===== config.mk =====
export PLATFORM = sky130hd
export DESIGN_NAME = acq_window_sched
export DESIGN_NICKNAME = d
export VERILOG_FILES = /design/src/rtl/acq_window_sched_pkg.sv /design/src/rtl/acq_window_sched_counter.sv /design/src/rtl/acq_window_sched.sv
export SDC_FILE = /design/constraint.sdc
export NUM_CORES = 1
export LEC_CHECK = 0
export BUFFER_PORTS_ARGS = -buffer_cell sky130_fd_sc_hd__buf_2
export CORE_MARGIN = 5
export CORE_UTILIZATION = 55
export CTS_BUF_LIST = sky130_fd_sc_hd__clkbuf_8
export DETAILED_ROUTE_END_ITERATION = 6
export GPL_TIMING_DRIVEN = 0
export PLACE_DENSITY_LB_ADDON = 0.12
export SLEW_MARGIN = 40
export SYNTH_ARGS = -nofsm -noshare
export SYNTH_HDL_FRONTEND = slang
export SYNTH_SLANG_ARGS = --single-unit

===== constraint.sdc =====
create_clock -name clk -period 5 [get_ports clk]
set_input_delay 1 -clock clk [delete_from_list [all_inputs] [get_ports clk]]
set_output_delay 1 -clock clk [all_outputs]
set_load 0.05 [all_outputs]

===== src/rtl/acq_window_sched_pkg.sv =====
// Shared types and default widths for the acquisition window scheduler.
package acq_window_pkg;

    localparam int unsigned DW_DEF     = 16;
    localparam int unsigned WCNT_W_DEF = 8;

    typedef enum logic [1:0] {
        IDLE    = 2'd0,
        WAIT    = 2'd1,
        CAPTURE = 2'd2,
        DONE    = 2'd3
    } state_e;

    // First state of a window sequence given which config fields are non-zero.
    function automatic state_e launch_state(input logic period_nz, input logic len_nz);
        if (period_nz) begin
            return WAIT;
        end
        if (len_nz) begin
            return CAPTURE;
        end
        return DONE;
    endfunction

endpackage


===== src/rtl/acq_window_sched_counter.sv =====
// Enable-gated counter with synchronous clear; clear only acts while enabled.
module counter_wrap_sync #(
    parameter int unsigned DW = 16
) (
    input  logic          clk,
    input  logic          rst,
    input  logic          en_i,
    input  logic          clr_i,
    output logic [DW-1:0] cnt_o
);

    logic [DW-1:0] cnt_q;
    logic [DW-1:0] cnt_d;

    always_comb begin
        cnt_d = cnt_q;
        if (en_i) begin
            cnt_d = clr_i ? '0 : cnt_q + DW'(1);
        end
    end

    always_ff @(posedge clk) begin
        if (rst) begin
            cnt_q <= '0;
        end else begin
            cnt_q <= cnt_d;
        end
    end

    assign cnt_o = cnt_q;

endmodule


===== src/rtl/acq_window_sched.sv =====
// Acquisition window scheduler: delay, open a window of len valid samples, close,
// optionally repeat. First/last/done/aborted are decoded in the current cycle.
module acq_window_sched
    import acq_window_pkg::*;
#(
    parameter int unsigned DW     = DW_DEF,
    parameter int unsigned WCNT_W = WCNT_W_DEF
) (
    input  logic              clk,
    input  logic              rst,
    input  logic              start_i,
    input  logic              abort_i,
    input  logic              cont_i,
    input  logic [DW-1:0]     period_i,
    input  logic [DW-1:0]     len_i,
    input  logic              sample_valid_i,
    output logic              busy_o,
    output logic              win_open_o,
    output logic              win_first_o,
    output logic              win_last_o,
    output logic              done_o,
    output logic              aborted_o,
    output logic [WCNT_W-1:0] win_count_o
);

    state_e        state_q, state_d;
    logic [DW-1:0] period_q, period_d;
    logic [DW-1:0] len_q, len_d;
    logic          cont_q, cont_d;

    logic [DW-1:0] cnt;
    logic          cnt_en, cnt_clr;
    logic          wc_en, wc_clr;
    logic          first_c, last_c, done_c;
    logic          busy_c, abort_c;
    logic          wait_end_c, cap_end_c;

    assign busy_c     = (state_q != IDLE);
    assign abort_c    = abort_i & busy_c;
    assign wait_end_c = (cnt == period_q - DW'(1));
    assign cap_end_c  = (cnt == len_q - DW'(1));

    // Next-state, counter control and per-cycle event decode.
    always_comb begin
        state_d  = state_q;
        period_d = period_q;
        len_d    = len_q;
        cont_d   = cont_q;
        cnt_en   = 1'b0;
        cnt_clr  = 1'b0;
        wc_en    = 1'b0;
        wc_clr   = 1'b0;
        first_c  = 1'b0;
        last_c   = 1'b0;
        done_c   = 1'b0;

        case (state_q)
            IDLE: begin
                if (start_i) begin
                    period_d = period_i;
                    len_d    = len_i;
                    cont_d   = cont_i;
                    wc_en    = 1'b1;
                    wc_clr   = 1'b1;
                    cnt_en   = 1'b1;
                    cnt_clr  = 1'b1;
                    state_d  = launch_state(|period_i, |len_i);
                end
            end
            WAIT: begin
                cnt_en = 1'b1;
                if (abort_c) begin
                    cnt_clr = 1'b1;
                    state_d = IDLE;
                end else if (wait_end_c) begin
                    cnt_clr = 1'b1;
                    // A zero-length window skips straight to completion.
                    state_d = (|len_q) ? CAPTURE : DONE;
                end
            end
            CAPTURE: begin
                if (abort_c) begin
                    cnt_en  = 1'b1;
                    cnt_clr = 1'b1;
                    state_d = IDLE;
                end else if (sample_valid_i) begin
                    cnt_en  = 1'b1;
                    first_c = (cnt == '0);
                    if (cap_end_c) begin
                        last_c  = 1'b1;
                        cnt_clr = 1'b1;
                        state_d = DONE;
                    end
                end
            end
            DONE: begin
                if (abort_c) begin
                    cnt_en  = 1'b1;
                    cnt_clr = 1'b1;
                    state_d = IDLE;
                end else begin
                    done_c  = 1'b1;
                    wc_en   = 1'b1;
                    state_d = cont_q ? launch_state(|period_q, |len_q) : IDLE;
                end
            end
            default: state_d = IDLE;
        endcase
    end

    always_ff @(posedge clk) begin
        if (rst) begin
            state_q  <= IDLE;
            period_q <= '0;
            len_q    <= '0;
            cont_q   <= 1'b0;
        end else begin
            state_q  <= state_d;
            period_q <= period_d;
            len_q    <= len_d;
            cont_q   <= cont_d;
        end
    end

    counter_wrap_sync #(.DW(DW)) u_cyc_cnt (
        .clk   (clk),
        .rst   (rst),
        .en_i  (cnt_en),
        .clr_i (cnt_clr),
        .cnt_o (cnt)
    );

    counter_wrap_sync #(.DW(WCNT_W)) u_win_cnt (
        .clk   (clk),
        .rst   (rst),
        .en_i  (wc_en),
        .clr_i (wc_clr),
        .cnt_o (win_count_o)
    );

    assign busy_o      = busy_c;
    assign win_open_o  = (state_q == CAPTURE);
    assign win_first_o = first_c;
    assign win_last_o  = last_c;
    assign done_o      = done_c;
    assign aborted_o   = abort_c;

endmodule


Word level (Yosys, flattened, before mapping)
Index checks and enable logic that the tools add are counted.
{"block": "totals", "regBits": 59, "inputBits": 38, "output_inout_bits": 14}
{"block": "classes", "n_addsub": 4, "eq_ne": 9, "mux": 54, "bitwise_logic": 1, "n_reduce_logical": 9}
{"operator": "$reduce_or 16->1", "n": 4}
{"operator": "$eq 16x16->1", "n": 2}
{"operator": "$mux 1", "n": 32}
{"operator": "$mux 2", "n": 16}
{"operator": "$sub 16x1->16 const B", "n": 2}
{"operator": "$add 16x1->16 const B", "n": 1}
{"operator": "$logic_not 16->1", "n": 1}
{"operator": "$mux 16", "n": 1}
{"operator": "$add 8x1->8 const B", "n": 1}
{"operator": "$mux 8", "n": 1}
{"operator": "$pmux 1 s4", "n": 2}
{"operator": "$pmux 2 s4", "n": 1}
{"operator": "$eq 2x2->1 const B", "n": 2}
{"operator": "$reduce_and 4->1", "n": 1}
{"operator": "$ne 3x1->1 const B", "n": 1}
{"operator": "$ne 3x2->1 const B", "n": 1}
{"operator": "$ne 3x3->1 const B", "n": 1}
{"operator": "$eq 2x1->1 const B", "n": 1}
{"operator": "$logic_not 2->1", "n": 1}
{"operator": "$ne 2x2->1 const B", "n": 1}
{"operator": "$pmux 1 s2", "n": 1}
{"operator": "$reduce_and 2->1", "n": 1}
{"operator": "$reduce_bool 2->1", "n": 1}
{"operator": "$and 1x1->1", "n": 1}

Longest topological paths before layout
{"block": "depth", "depth_word": 12, "ltp_mapped": 11, "ltp_nobuf": 10}

Cells and area by module
From an unflattened synthesis, not the netlist that was laid out.
{"block": "unflattened", "hier_cells": 502, "area_unflattened_um2": 3849.9}
{"module": "acq_window_sched", "instances": 1, "cells_each": 376, "area_per_inst_um2": 2723.9}
{"module": "counter_wrap_sync at u_cyc_cnt", "instances": 1, "cells_each": 88, "area_per_inst_um2": 773.2}
{"module": "counter_wrap_sync at u_win_cnt", "instances": 1, "cells_each": 38, "area_per_inst_um2": 352.8}

Least setup slack after synthesis
No wires, ideal clock.
{"block": "synth_timing", "path_kind": "reg-to-output", "start": "reg len_q[0]", "end": "out win_last_o", "arrival_ns": 3.216, "setup_slack_ns": 0.784, "path_stages_with_launch": 11, "n_path_buf": 0, "path_cell_list": "dfxtp_1 > inv_1 > ha_1 > nor3b_1 > nand2_1 > xnor2_1 > nor2_1 > nand3_1 > nor3b_1 > nand3_1 > nor4_1"}
{"block": "synth_between", "elab_chain_cells": 6}
{"element": "start, declared", "line": "acq_window_sched.sv:28", "text": "logic [DW-1:0] len_q, len_d;"}
{"element": "start signal, assigned", "line": "acq_window_sched.sv:120", "text": "len_q <= len_d;"}
{"element": "$sub 16x1->16", "line": "acq_window_sched.sv:41", "text": "assign cap_end_c = (cnt == len_q - DW'(1));"}
{"element": "$eq 16x16->1", "line": "acq_window_sched.sv:41"}
{"element": "$mux 1", "line": "acq_window_sched.sv:89", "text": "if (cap_end_c) begin"}
{"element": "$mux 1", "line": "acq_window_sched.sv:86", "text": "end else if (sample_valid_i) begin"}
{"element": "$mux 1", "line": "acq_window_sched.sv:82", "text": "if (abort_c) begin"}
{"element": "$mux 1", "line": "acq_window_sched.sv:57", "text": "case (state_q)"}
{"element": "end, declared", "line": "acq_window_sched.sv:20", "text": "output logic win_last_o,"}
Every way passes these cells.

Worst setup path after layout
Same ends and word-level chain as after synthesis.

==> results.tsv <==
stage	metric	value	unit
run_status	status	completed	
power_and_ir_drop	Peak VDD IR	263	uV
min_path	Worst Hold Launch	period_q[9]	
logic_synthesis	Synth Area in Simple Gates	31.8	%
sta	Final min period	4.20	ns
sta	final hold violation count	0	
logic_synthesis	count leader, synth	nand2_1	
floorplanning	die area	9000	um2
min_path	Hold Path End	period_q[9]	
place	post-DP HPWL	7850	um
layout	Final nets	613	
logic_synthesis	post-synthesis compound-gate area fraction	13.1	%
worst_setup_path	Arr. time, crit path	3.20	ns
logic_synthesis	Synth Area in XOR/XNOR	13.0	%
route	final WL	10000	um
logic_synthesis	post-synthesis cell type count	59	
worst_setup_path	R2R cell count	11	
logic_synthesis	Synthesized Nets	552	
logic_synthesis	Synth top area share	29.8	%
floorplanning	Core Rows	31	
power_and_ir_drop	Tot Pwr	2.05	mW
floorplanning	Initial Util	55.5	%
logic_synthesis	Synth Instances	503	
cts	CTS tree	yes	
worst_setup_path	Max FO, Critical Path	6	
power_and_ir_drop	PwrDens	452	nW/um2
layout	ant diodes	0	
worst_setup_path	start of the worst register-to-register path	len_q[0]	
min_path	hold path depth	2	
logic_synthesis	Ys Warns	0	
route	1st-pass router iterations	4	
power_and_ir_drop	static leakage	1.79	nW
layout	layout cell share with drive strength beyond 1	16.5	%
route	routed length per instance	15.0	um
sta	skew final	0.0128	ns
sta	final setup vio count	0	
place	DP Worst Slack	1.24	ns
worst_setup_path	Crit path max-delay family	simple AND/OR/NAND/NOR gates	
route	Iter 0 DRT Violations	247	
sta	Worst Tran Pin Value	0.814	ns
route	antenna viol nets, final	0	
global_route	initial antenna violation count	0	
route	Vias/cell	5.56	
min_path	Worst Hold Class	reg2reg	
cts	Post-CTS Setup Bufs	0	
place	final RePlAce weighted congestion	0.898	
logic_synthesis	ys flop type	dfxtp_1	
global_route	grt ovf	0	
logic_synthesis	Adder-Cell Fraction of Synth Area	3.47	%
layout	Area Overhead vs Synth	14.5	%
logic_synthesis	leading area contributor after synthesis	dfxtp_1	
global_route	GRT Util Overall	23.9	%
logic_synthesis	synthesized area	3960	um2
worst_setup_path	worst path cell trace	inv_1 > ha_1 > nor3b_1 > nand2_1 > xnor2_1 > nor2_1 > nand3_1 > nor3b_1 > nand3_1 > nor4_1 > buf_2	
job	max-capacitance violation count	0	
worst_setup_path	Reg2Reg Capture Point	u_cyc_cnt.cnt_o[12]	
sta	Tcrit/Tclk final	84.0	%
worst_setup_path	Worst EP required	4.00	ns
sta	WHS	0.504	ns
sta	relative slew slack	45.6	%
sta	RSZ-0062 raised after global routing	false	
worst_setup_path	CP Launch Type	register	
worst_setup_path	CP endpoint kind	primary output	
floorplanning	core area	7140	um2
cts	Clock Path Buffers	2	
cts	Clock H-tree levels	3	
logic_synthesis	sequential area share after synthesis	29.8	%
worst_setup_path	FF-to-FF setup slack	1.64	ns
worst_setup_path	WP buf/inv	2	
place	IO buf count	50	
sta	Fmax	0.238	GHz
logic_synthesis	largest family of logic cells by synthesized area	simple AND/OR/NAND/NOR gates	
cts	clock latency on the worst-skew pair	0.35	ns
cts	Worst-path clk slew	0.08	ns
worst_setup_path	WS Path Type	reg2out	
route	Vias	3712	
layout	Reg area	1180	um2
cts	CTS resizes	0	
layout	fillers	668	
sta	Final Max Tran Viols	0	
worst_setup_path	CP max-delay cell	nor3b_1	
global_route	largest net degree at the start of global routing	11	
layout	final core utilization	63.6	%
logic_synthesis	ys async rst share	0	%
floorplanning	I/O pins	52	
global_route	vias in the first global route	3531	
logic_synthesis	post-synthesis mux area share	1.01	%
logic_synthesis	Post-synth top cells	93 x nand2_1, 59 x dfxtp_1, 43 x a21oi_1	
floorplanning	die width	94.9	um
cts	cts hold-fix bufs	0	
floorplanning	die height	94.9	um
logic_synthesis	post-synthesis register bit count	59	
logic_synthesis	mean post-synth cell area	7.88	um2
cts	Num CTS Buffers	9	
sta	worst setup margin	0.798	ns
route	DR DRC count	0	
sta	setup_tns	0	ns
cts	Root Driver	clkbuf_8	
logic_synthesis	top cells by area, synth	dfxtp_1 30%, nand2_1 8.8%, xnor2_1 7.1%	
logic_synthesis	Post-synth EDFFs	0	
layout	area of the multi-input gates	2480	um2
worst_setup_path	delay of the slowest critical-path stage	0.69	ns
cts	clk sinks	59	
global_route	first-pass GRT wire length	16700	um
-- cells in the final DEF (no fill, tap or decap), types with 15 or more instances in the layout --
cell type | netlist | final
clkbuf_8 | 10 | 20
a21oi_1 | 43 | 43
nand4_1 | 19 | 19
nand2_1 | 93 | 93
nand3_1 | 15 | 15
buf_2 | 1 | 51
xor2_1 | 27 | 27
clkbuf_1 | 16 | 16
nor2_1 | 30 | 30
xnor2_1 | 32 | 32
nor3_1 | 20 | 20
dfxtp_1 | 59 | 59
-- worst max path at each step --
stage | startpoint | endpoint | slack [ns] | cells past startpoint
after floorplan | len_q[0] | win_last_o | 0.78 | 10
after global placement | len_q[0] | win_last_o | 1.26 | 11
after detailed placement | len_q[0] | win_last_o | 1.24 | 11
after CTS | len_q[0] | win_last_o | 0.84 | 11
after global routing | len_q[0] | win_last_o | 0.54 | 11
final | len_q[0] | win_last_o | 0.80 | 11
-- worst register-to-register path: stages, from the launching register on --
cell     delay [ns]
dfxtp_1        0.39
inv_1          0.12
ha_1           0.22
nor3b_1        0.69
and2_1         0.26
o21ai_0        0.10
o21ai_0        0.15
nand4_1        0.22
or4_4          0.54
a31oi_4        0.31
buf_6          0.19
nor3_1         0.06
-- registers in the layout, indices dropped and copies added (netlist names) --
name             cells
cont_q               1
period_q            16
u_win_cnt.cnt_o      8
len_q               16
u_cyc_cnt.cnt_o     16
state_q              2
-- per-stage QoR --
stage,std cells,cell area [um2]
after detailed placement,652,4340
after global routing,668,4540
after floorplan,503,3960
final,668,4540
after CTS,668,4530
after global placement,652,4340
-- where the power goes --
group	internal, mW	switching, mW
clock	0.239	0.200
sequential	0.531	0.0806
combinational	0.387	0.612
-- cells by family after synthesis --
kind of cell | count (synthesis)
AND/OR/NAND/NOR | 243
AO/OA/AOI/OAI | 81
XOR/XNOR | 59
flip-flops | 59
buffers and inverters | 46
adder cells (fa/ha/maj) | 11
multiplexers | 4
-- layer usage --
| layer | share of wire [%] | global-route usage [%] | up-vias |
|---|---|---|---|
| met2 | 46 | 38.3 | 98 |
| met3 | 5.0 | 5.02 | 27 |
| met1 | 46 | 30.7 | 1704 |
| li1 | - | - | 1883 |
| met4 | 3.1 | 10.7 | 0 |
| met5 | 0 | 0 | - |
-- area by class of cell --
class                   instances  share of cell area [%]
multi-input cells             398                    54.6
plain buffers                  33                    5.74
flip-flops and latches         59                    26.0
well taps                      99                    2.73
clock buffers                  10                    3.03
clock inverters                 6                    1.24
inverters                      13                    1.08
repair buffers                 50                    5.52
No activity file was read; power rests on OpenSTA's default activity.
